--- config.mk ---
export PLATFORM = sky130hd
export DESIGN_NAME = booth_r4_mul
export DESIGN_NICKNAME = d
export VERILOG_FILES = /design/src/rtl/booth_pkg.sv /design/src/rtl/booth_r4_enc.sv /design/src/rtl/booth_r4_mul.sv
export SDC_FILE = /design/constraint.sdc
export NUM_CORES = 1
export LEC_CHECK = 0
export CORE_ASPECT_RATIO = 0.8
export CORE_MARGIN = 5
export CORE_UTILIZATION = 60
export DETAILED_ROUTE_END_ITERATION = 16
export GPL_TIMING_DRIVEN = 0
export PLACE_DENSITY_LB_ADDON = 0.08
export SKIP_CTS_REPAIR_TIMING = 1
export SLEW_MARGIN = 20
export SYNTH_ARGS = -nofsm -noshare
export SYNTH_HDL_FRONTEND = slang
export SYNTH_HIERARCHICAL = 1
export SYNTH_SLANG_ARGS = --single-unit
--- constraint.sdc ---
create_clock -name clk -period 7.04 [get_ports clk]
set_input_delay 1.408 -clock clk [delete_from_list [all_inputs] [get_ports clk]]
set_output_delay 1.408 -clock clk [all_outputs]
set_load 0.05 [all_outputs]
--- src/rtl/booth_pkg.sv ---
// Shared types for the radix-4 Booth multiplier: controller states and
// the partial-product select code produced by the window recoder.
package booth_pkg;

  typedef enum logic [1:0] {
    IDLE,
    RUN,
    DONE
  } booth_state_e;

  typedef enum logic [2:0] {
    ZERO,
    POS1,
    NEG1,
    POS2,
    NEG2
  } booth_sel_e;

endpackage : booth_pkg

--- src/rtl/booth_r4_enc.sv ---
// Radix-4 Booth recoder: maps a 3-bit multiplier window {b(i+1), b(i), b(i-1)}
// onto the partial-product multiple to add, one of {0, +A, -A, +2A, -2A}.
module booth_r4_enc
  import booth_pkg::*;
(
  input  logic [2:0] win_i,
  output booth_sel_e sel_o
);

  // Pure lookup of the standard radix-4 recoding table.
  always_comb begin
    sel_o = ZERO;
    unique case (win_i)
      3'b000:  sel_o = ZERO;
      3'b001:  sel_o = POS1;
      3'b010:  sel_o = POS1;
      3'b011:  sel_o = POS2;
      3'b100:  sel_o = NEG2;
      3'b101:  sel_o = NEG1;
      3'b110:  sel_o = NEG1;
      3'b111:  sel_o = ZERO;
      default: sel_o = ZERO;
    endcase
  end

endmodule : booth_r4_enc

--- src/rtl/booth_r4_mul.sv ---
// Sequential radix-4 Booth multiplier, signed or unsigned operands.
// Operands are extended to WIDTH+2 bits so one datapath serves both modes;
// RUN retires two multiplier bits per cycle, then one extra RUN cycle
// registers the product so done lands (WIDTH+2)/2+1 edges after acceptance.
module booth_r4_mul
  import booth_pkg::*;
#(
  parameter int WIDTH = 16
) (
  input  logic                 clk,
  input  logic                 rst,
  input  logic                 start,
  input  logic                 signed_mode,
  input  logic [WIDTH-1:0]     multiplicand_in,
  input  logic [WIDTH-1:0]     multiplicator_in,
  output logic                 busy,
  output logic                 done,
  output logic [2*WIDTH-1:0]   multiplication
);

  // EW: extended operand width; HW: upper accumulator half, with headroom
  // for +/-2A; AW: full accumulator {upper, multiplier, appended zero bit}.
  localparam int EW   = WIDTH + 2;
  localparam int ITER = EW / 2;
  localparam int HW   = EW + 2;
  localparam int AW   = HW + EW + 1;
  localparam int CW   = $clog2(ITER) + 1;

  booth_state_e             state_q;
  logic                     busy_q;
  logic                     done_q;
  logic [2*WIDTH-1:0]       mult_q;
  logic [CW-1:0]            cnt_q;
  logic signed [AW-1:0]     acc_q;
  logic signed [HW-1:0]     mcand_q;

  booth_sel_e               sel;
  logic signed [HW-1:0]     addend_d;
  logic signed [HW-1:0]     hi_sum_d;
  logic signed [AW-1:0]     acc_sum_d;
  logic signed [AW-1:0]     acc_d;

  // Multiplicand extended into the upper-half width.
  function automatic logic signed [HW-1:0] ext_hw(input logic [WIDTH-1:0] v,
                                                  input logic sm);
    return sm ? {{(HW-WIDTH){v[WIDTH-1]}}, v} : {{(HW-WIDTH){1'b0}}, v};
  endfunction

  // Multiplier extended by two bits so the last window sees the true sign.
  function automatic logic [EW-1:0] ext_ew(input logic [WIDTH-1:0] v,
                                           input logic sm);
    return sm ? {{(EW-WIDTH){v[WIDTH-1]}}, v} : {{(EW-WIDTH){1'b0}}, v};
  endfunction

  booth_r4_enc u_enc (
    .win_i (acc_q[2:0]),
    .sel_o (sel)
  );

  // One Booth step: add the selected multiple into the upper half, then
  // arithmetic-shift the whole accumulator right by two.
  always_comb begin
    addend_d = '0;
    unique case (sel)
      POS1:    addend_d = mcand_q;
      NEG1:    addend_d = -mcand_q;
      POS2:    addend_d = mcand_q <<< 1;
      NEG2:    addend_d = -(mcand_q <<< 1);
      default: addend_d = '0;
    endcase
    hi_sum_d  = $signed(acc_q[AW-1 -: HW]) + addend_d;
    acc_sum_d = {hi_sum_d, acc_q[AW-HW-1:0]};
    acc_d     = acc_sum_d >>> 2;
  end

  // Controller FSM with registered busy/done/product and the datapath state.
  always_ff @(posedge clk or negedge rst) begin
    if (!rst) begin
      state_q <= IDLE;
      busy_q  <= 1'b0;
      done_q  <= 1'b0;
      mult_q  <= '0;
      cnt_q   <= '0;
      acc_q   <= '0;
      mcand_q <= '0;
    end else begin
      unique case (state_q)
        IDLE: begin
          done_q <= 1'b0;
          if (start) begin
            state_q <= RUN;
            busy_q  <= 1'b1;
            cnt_q   <= '0;
            mcand_q <= ext_hw(multiplicand_in, signed_mode);
            acc_q   <= {{HW{1'b0}}, ext_ew(multiplicator_in, signed_mode), 1'b0};
          end
        end
        RUN: begin
          if (cnt_q == CW'(ITER)) begin
            state_q <= DONE;
            done_q  <= 1'b1;
            mult_q  <= acc_q[2*WIDTH:1];
          end else begin
            acc_q <= acc_d;
            cnt_q <= cnt_q + CW'(1);
          end
        end
        DONE: begin
          state_q <= IDLE;
          busy_q  <= 1'b0;
          done_q  <= 1'b0;
        end
        default: begin
          state_q <= IDLE;
          busy_q  <= 1'b0;
          done_q  <= 1'b0;
        end
      endcase
    end
  end

  assign busy           = busy_q;
  assign done           = done_q;
  assign multiplication = mult_q;

endmodule : booth_r4_mul

## After elaboration in Yosys (flattened, before gate mapping)

Memory sizes are Yosys's and may differ from the RTL's.
Cells that the tools add are included.
Widths: inputs -> output; s select.

| cells by class | value |
|---|---|
| bitwise logic cells | 1 |
| equality and inequality tests | 9 |
| reduce and logical (&&, ||, !) cells | 7 |
| mux-type cells | 16 |
| add/sub/neg operators | 4 |

Operators with widths:

| kind | number |
|---|---|
| $pmux 20 s4 | 1 |
| $mux 39 | 2 |
| $pmux 39 s2 | 1 |
| $neg 20->20 | 2 |
| $add 20x20->20 | 1 |
| $mux 20 | 1 |
| $mux 18 | 1 |
| $mux 5 | 2 |
| $pmux 5 s2 | 1 |
| $reduce_and 2->1 | 4 |
| $eq 3x2->1 const B | 2 |
| $ne 2x2->1 const B | 3 |
| $add 5x1->5 const B | 1 |
| $eq 5x4->1 const B | 1 |
| $mux 2 | 2 |
| $pmux 2 s2 | 1 |
| $eq 3x1->1 const B | 1 |
| $eq 3x3->1 const B | 1 |
| $mux 1 | 3 |
| $reduce_and 3->1 | 1 |
| $eq 2x1->1 const B | 1 |
| $logic_not 2->1 | 1 |
| $pmux 1 s2 | 1 |
| $reduce_bool 2->1 | 1 |
| $not 1->1 | 1 |

| word-level totals | value |
|---|---|
| input port bits | 36 |
| bits in registers | 100 |
| ROM bits | 24 |
| output and inout bits | 34 |
| word-level logic and storage cells | 45 |
| memories | 1 |

Memories:

| name | words | width | read ports | clocked after Yosys merged registers in | wr ports | RTL line | text |
|---|---|---|---|---|---|---|---|
| (no name shown) | 8 | 3 | 1 | 0 | 0 | booth_r4_enc.sv:13 | `unique case (win_i)` |

## Longest topological paths before layout

An unclocked memory read counts as a cell.

| depth | value |
|---|---|
| depth after elaboration | 6 |
| gate-level depth with buffers | 18 |
| mapped depth without buffers | 17 |

## Modules after synthesis

Netlist, hierarchy kept.

By module, submodules not included:

| module | area each (um^2) | seq. area each (um^2) | cells each | instances |
|---|---|---|---|---|
| booth_r4_mul | 5,701.7 | 2,377.3 | 706 | 1 |
| booth_r4_enc | 71.3 | 0.0 | 8 | 1 |

## Worst setup path after synthesis

No wires, ideal clock.

| path | value |
|---|---|
| path type | reg-to-reg |
| from | register mcand_q[3] |
| to | register acc_q[37] |
| buffers on the path | 4 |
| setup time | 0.119 ns |
| stages on the path, launching flop included | 19 |
| data required time | 6.921 ns |
| setup slack | 3.248 ns |
| period minus slack after synthesis | 3.792 ns |
| arrival time | 3.673 ns |
| cell sequence | dfrtp_1 buf_6 or2_1 buf_6 or3_4 or2_1 buf_6 a22o_1 a22oi_1 o21ai_1 ha_1 clkbuf_1 a21oi_1 o221ai_1 a41oi_1 nor3_1 o211a_1 o21ai_0 a21bo_1 |

| between the ends | value |
|---|---|
| cells in the longest elaborated chain, start to end | 5 |
| elaborated cells between the ends (all ways) | 6 |
| classes of those cells | 3 x add/sub; 3 x mux |

RTL lines:

| what | RTL line | text |
|---|---|---|
| start: declaration | booth_r4_mul.sv:35 | `logic signed [HW-1:0] mcand_q;` |
| start signal: assignment | booth_r4_mul.sv:94 | `mcand_q <= ext_hw(multiplicand_in, signed_mode);` |
| $neg 20->20 (on tied branches) | booth_r4_mul.sv:66, booth_r4_mul.sv:68 |  |
| $pmux 20 s4 * | booth_r4_mul.sv:64 | `unique case (sel)` |
| $add 20x20->20 * | booth_r4_mul.sv:71 | `hi_sum_d = $signed(acc_q[AW-1 -: HW]) + addend_d;` |
| $mux 39 * | booth_r4_mul.sv:99 | `if (cnt_q == CW'(ITER)) begin` |
| $pmux 39 s2 * | booth_r4_mul.sv:87 | `unique case (state_q)` |
| end signal: assignment | booth_r4_mul.sv:95 | `acc_q <= {{HW{1'b0}}, ext_ew(multiplicator_in, signed_mode), 1'b0};` |
| end: declaration | booth_r4_mul.sv:34 | `logic signed [AW-1:0] acc_q;` |

Mark *: on every way between the ends. The rest lies on a longest branch, timed or not. The select of a mux whose other input is x is not followed.
A chain may end at the register's enable or synchronous reset.

## Worst setup path in the final report

| path | value |
|---|---|
| from | register acc_q[1] |
| to | register acc_q[37] |

| between the ends | value |
|---|---|
| cells in the longest elaborated chain, start to end | 6 |
| elaborated cells between the ends (all ways) | 9 |
| classes of those cells | 1 x add/sub; 4 x eq/ne; 3 x mux; 1 x memory |

RTL lines:

| what | RTL line | text |
|---|---|---|
| $mem_v2 8x3 * | - |  |
| net sel[0] | booth_r4_mul.sv:37 | `booth_sel_e sel;` |
| $eq 3x3->1 (tied with other cells) | booth_r4_mul.sv:64 |  |
| $pmux 20 s4 * | booth_r4_mul.sv:64 |  |
| $add 20x20->20 * | booth_r4_mul.sv:71 |  |
| $mux 39 * | booth_r4_mul.sv:99 |  |
| $pmux 39 s2 * | booth_r4_mul.sv:87 |  |

The timed path passes the listed nets; every way through them passes the cells marked *. The select of a mux whose other input is x is not followed.

==> results by group <==
Floorplan
  – Initial core utilization: 60.58%
  – Total Die Area: 0.01170 sq mm
  – Width of the die: around 120 microns
  – I/O Pins: 70
  – Row cnt: 32
  – Area of the core: 0.009529 sq mm
  – Die extent in y: 97.74 microns

Setup path
  – Arrival time worst endpoint: 5.01 ns
  – Crit path kind: reg2reg
  – Required time at the endpoint of the critical path: approximately 7.3 ns
  – Kind of capture point of the worst setup path: flip-flop
  – Critical path peak fanout: 10
  – Crit path cell chain: inv_1 > ha_1 > nor2_1 > clkbuf_1 > clkbuf_1 > nand2_1 > o21ai_0 > a22oi_1 > o21ai_1 > ha_1 > clkbuf_1 > a21oi_1 > o221ai_1 > a41oi_1 > nor3_1 > o211a_1 > o21ai_0 > a21bo_1
  – Kind of cell adding the most delay to the critical path: compound AO/OA/AOI/OAI gates
  – Count of buffer and inverter cells on the critical path: 4
  – Longest individual stage delay on the worst path: 0.48 ns
  – Most common cell on crit path: sky130_fd_sc_hd__clkbuf_1
  – Crit start category: flip-flop
  – Cell with the largest stage delay on the worst path: sky130_fd_sc_hd__clkbuf_1

Clock tree
  – # H-tree levels: 3
  – TritonCTS clock tree: done
  – TritonCTS buffer count: 9
  – Maximum count of clock buffers along a single path: 2
  – Clock sink count: 95
  – Root buffer cell: sky130_fd_sc_hd__clkbuf_16
  – Clock-pin transition on the worst setup and hold timing paths: 0.07 ns
  – Clock network latency to the later pin of the worst-skew pair: around 0.35 ns

Detailed routing
  – Drt initial violations: 543
  – Count of antenna-violating nets left after detailed routing: 0
  – Routed wire length: 16.79 mm
  – Total via count in the routed design: 5524
  – DRC violation count after routing: 0
  – Vias per inst: 6.011
  – WL per Instance: 18.27 microns
  – Number of iterations in the first detailed-routing pass: 5

STA
  – Number of slew-limit violations in the final report: 0
  – Final setup vio count: 0
  – Final period demand of the worst path: between 4 and 5 ns
  – Final Hold Violating Endpoints: 0
  – Worst slew margin: 52.46%
  – Worst slew pin tran: 0.7035 ns
  – Achievable frequency: 0.2098 GHz
  – Setup total negative slack: 0 ns
  – Crit share post-route: 67.70%
  – Unrepaired setup endpoints after global routing: false
  – Post-Route Skew: 0.006664 ns

Synth
  – Number of flops mapped to enable cells by yosys: 0
  – Average size of a mapped cell: between 8 and 9 sq um
  – Post-synthesis cell area: 0.005773 sq mm
  – Post-Synthesis Net Count: about 780
  – Instance count of the mapped netlist: slightly above 700
  – Fraction of synthesis flops using an asynchronous set or reset pin: 100.0%
  – Sequential area share after synthesis: 41.18%
  – Unique cell type count in the Yosys netlist: 62
  – Synth warnings: 6
  – Post-synth top flop: sky130_fd_sc_hd__dfrtp_1
  – Total of flip-flops plus latches after synthesis: 95

Min path
  – Worst hold path type: reg2reg

Global routing
  – Most Used Layer, Global Route: met2
  – Antenna violations before repair: 0
  – Global-route met3 utilization: 6.775%
  – Largest net degree at the start of global routing: 74
  – GR Overflow Total: 0
  – Number of global-route vias before repair: between 5000 and 6000
  – Global-route wire length before repair: between 20 and 30 mm
  – Met1 GRT Util: 40.66%
  – All-layer global routing usage: 29.68%
  – Global-route track usage on met2: ~48%

Placement
  – Buffers on Ports: 69
  – GP Congestion: 0.9217
  – HPWL Detailed: 12.22 mm

Layout
  – FF/Latch Area: approximately 0.0024 sq mm
  – Fillers: 749
  – Area growth, synth to finish: 20.24%
  – Number of antenna cells inserted: 0
  – Net count reported at finish: 857
  – Combined area of the multi-input logic cells: 0.003136 sq mm
  – Layout cell share with drive strength beyond 1: 4.750%

Flow run
  – Max-cap violation count: 0

Outcome
  – Run status: finished, final reports clean
flip-flops by register name, indices dropped and copies added, names as in the netlist:
signal	count
acc_q	37
multiplication	32
mcand_q	17
cnt_q	5
state_q	2
busy	1
done	1
worst paths after layout:
check                                  start            endpoint  slack, ns  depth (start not counted)
min in group asynchronous                rst   multiplication[7]       0.92                          1
hold reg to reg            multiplication[4]   multiplication[4]       0.48                          2
setup reg to reg                    acc_q[1]           acc_q[37]       2.27                         18
setup / recovery                    acc_q[1]           acc_q[37]       2.27                         18
max in group asynchronous                rst  multiplication[23]       5.51                          2
hold / removal             multiplication[4]   multiplication[4]       0.48                          2
synth_stat cells (all sizes together) (12+ instances only):
cell      n  area share (%)
xor2     15             2.3
clkbuf   34             2.2
nand3    13             1.1
ha       25             5.4
inv      13            0.85
nand2   218              14
dfrtp    95              41
nor3     16             1.5
a21o     12             1.6
buf      12             1.4
nor2     50             3.3
a21oi    23             2.0
o21ai    48             4.2
a31oi    24             2.6
cell usage in the layout, fill, tap and decap left out, types with 3 or more instances in the layout:
cell type,instances
sky130_fd_sc_hd__clkbuf_1,36
sky130_fd_sc_hd__a21o_1,12
sky130_fd_sc_hd__a21oi_1,23
sky130_fd_sc_hd__a21boi_0,5
sky130_fd_sc_hd__o32ai_1,3
sky130_fd_sc_hd__nand2_1,218
sky130_fd_sc_hd__nor2b_1,3
sky130_fd_sc_hd__a22oi_1,6
sky130_fd_sc_hd__inv_1,13
sky130_fd_sc_hd__o21ai_0,46
sky130_fd_sc_hd__nand3_1,13
sky130_fd_sc_hd__a41oi_1,3
sky130_fd_sc_hd__buf_2,4
sky130_fd_sc_hd__xnor2_1,10
sky130_fd_sc_hd__a211oi_1,3
sky130_fd_sc_hd__o211ai_1,3
sky130_fd_sc_hd__o21bai_1,3
sky130_fd_sc_hd__nand2b_1,11
sky130_fd_sc_hd__ha_1,25
sky130_fd_sc_hd__dfrtp_1,95
sky130_fd_sc_hd__nor3_1,15
sky130_fd_sc_hd__clkbuf_16,9
sky130_fd_sc_hd__nand4_1,5
sky130_fd_sc_hd__buf_1,4
sky130_fd_sc_hd__clkinv_4,3
sky130_fd_sc_hd__clkdlybuf4s50_1,68
sky130_fd_sc_hd__a31oi_1,24
sky130_fd_sc_hd__buf_6,5
sky130_fd_sc_hd__o31ai_1,9
sky130_fd_sc_hd__nor2_1,50
sky130_fd_sc_hd__xor2_1,15
sky130_fd_sc_hd__or3_1,5
sky130_fd_sc_hd__o22ai_1,7
sky130_fd_sc_hd__a22o_1,3
sky130_fd_sc_hd__or3_4,3
layout make-up:
cell class | count | share of cell area, %
Inverter | 14 | 0.7570
Buffer | 46 | 2.992
Timing Repair Buffer | 70 | 10.36
Multi-Input combinational cell | 559 | 45.17
Clock inverter | 5 | 0.9733
Clock buffer | 11 | 3.353
Tap cell | 119 | 2.145
Sequential cell | 95 | 34.25
through the flow:
step	setup slack, ns	cells	hold WS [ns]	util [%]	area, sq um
2_1_floorplan	3.248	714	0.4563	-	5773
3_3_place_gp	1.127	902	0.4574	69.39	6613
3_5_place_dp	2.432	903	0.4613	69.70	6641
4_1_cts	2.404	919	0.4798	72.85	6942
5_1_grt	1.950	919	0.4958	72.85	6942
6_report	2.274	919	0.4775	72.85	6942
tightest hold or removal path, stage by stage (launching register included):
cell                      delay, ns
sky130_fd_sc_hd__dfrtp_1       0.34
sky130_fd_sc_hd__nand2_1       0.05
sky130_fd_sc_hd__nand2_1       0.06
routing by layer:
layer | routed length [microns] | vias up
li1 | - | 2616
met1 | 7539 | 2661
met2 | 7793 | 219
met3 | 1194 | 28
met4 | 263 | 0
met5 | 0 | -
cell families (layout without fill, tap and decap cells):
kind of cell	Yosys count	count (layout)	share of synthesized area, %
AO/OA/AOI/OAI	169	169	19.40
XOR/XNOR	25	25	3.793
flip-flops	95	95	41.18
multiplexers	2	2	0.4550
adder cells (fa/ha/maj)	26	26	5.765
buffers and inverters	60	146	4.508
AND/OR/NAND/NOR	337	337	24.90
Power is not shown: default switching activity piles up to over one toggle a cycle in this logic, so the estimate is an artifact.
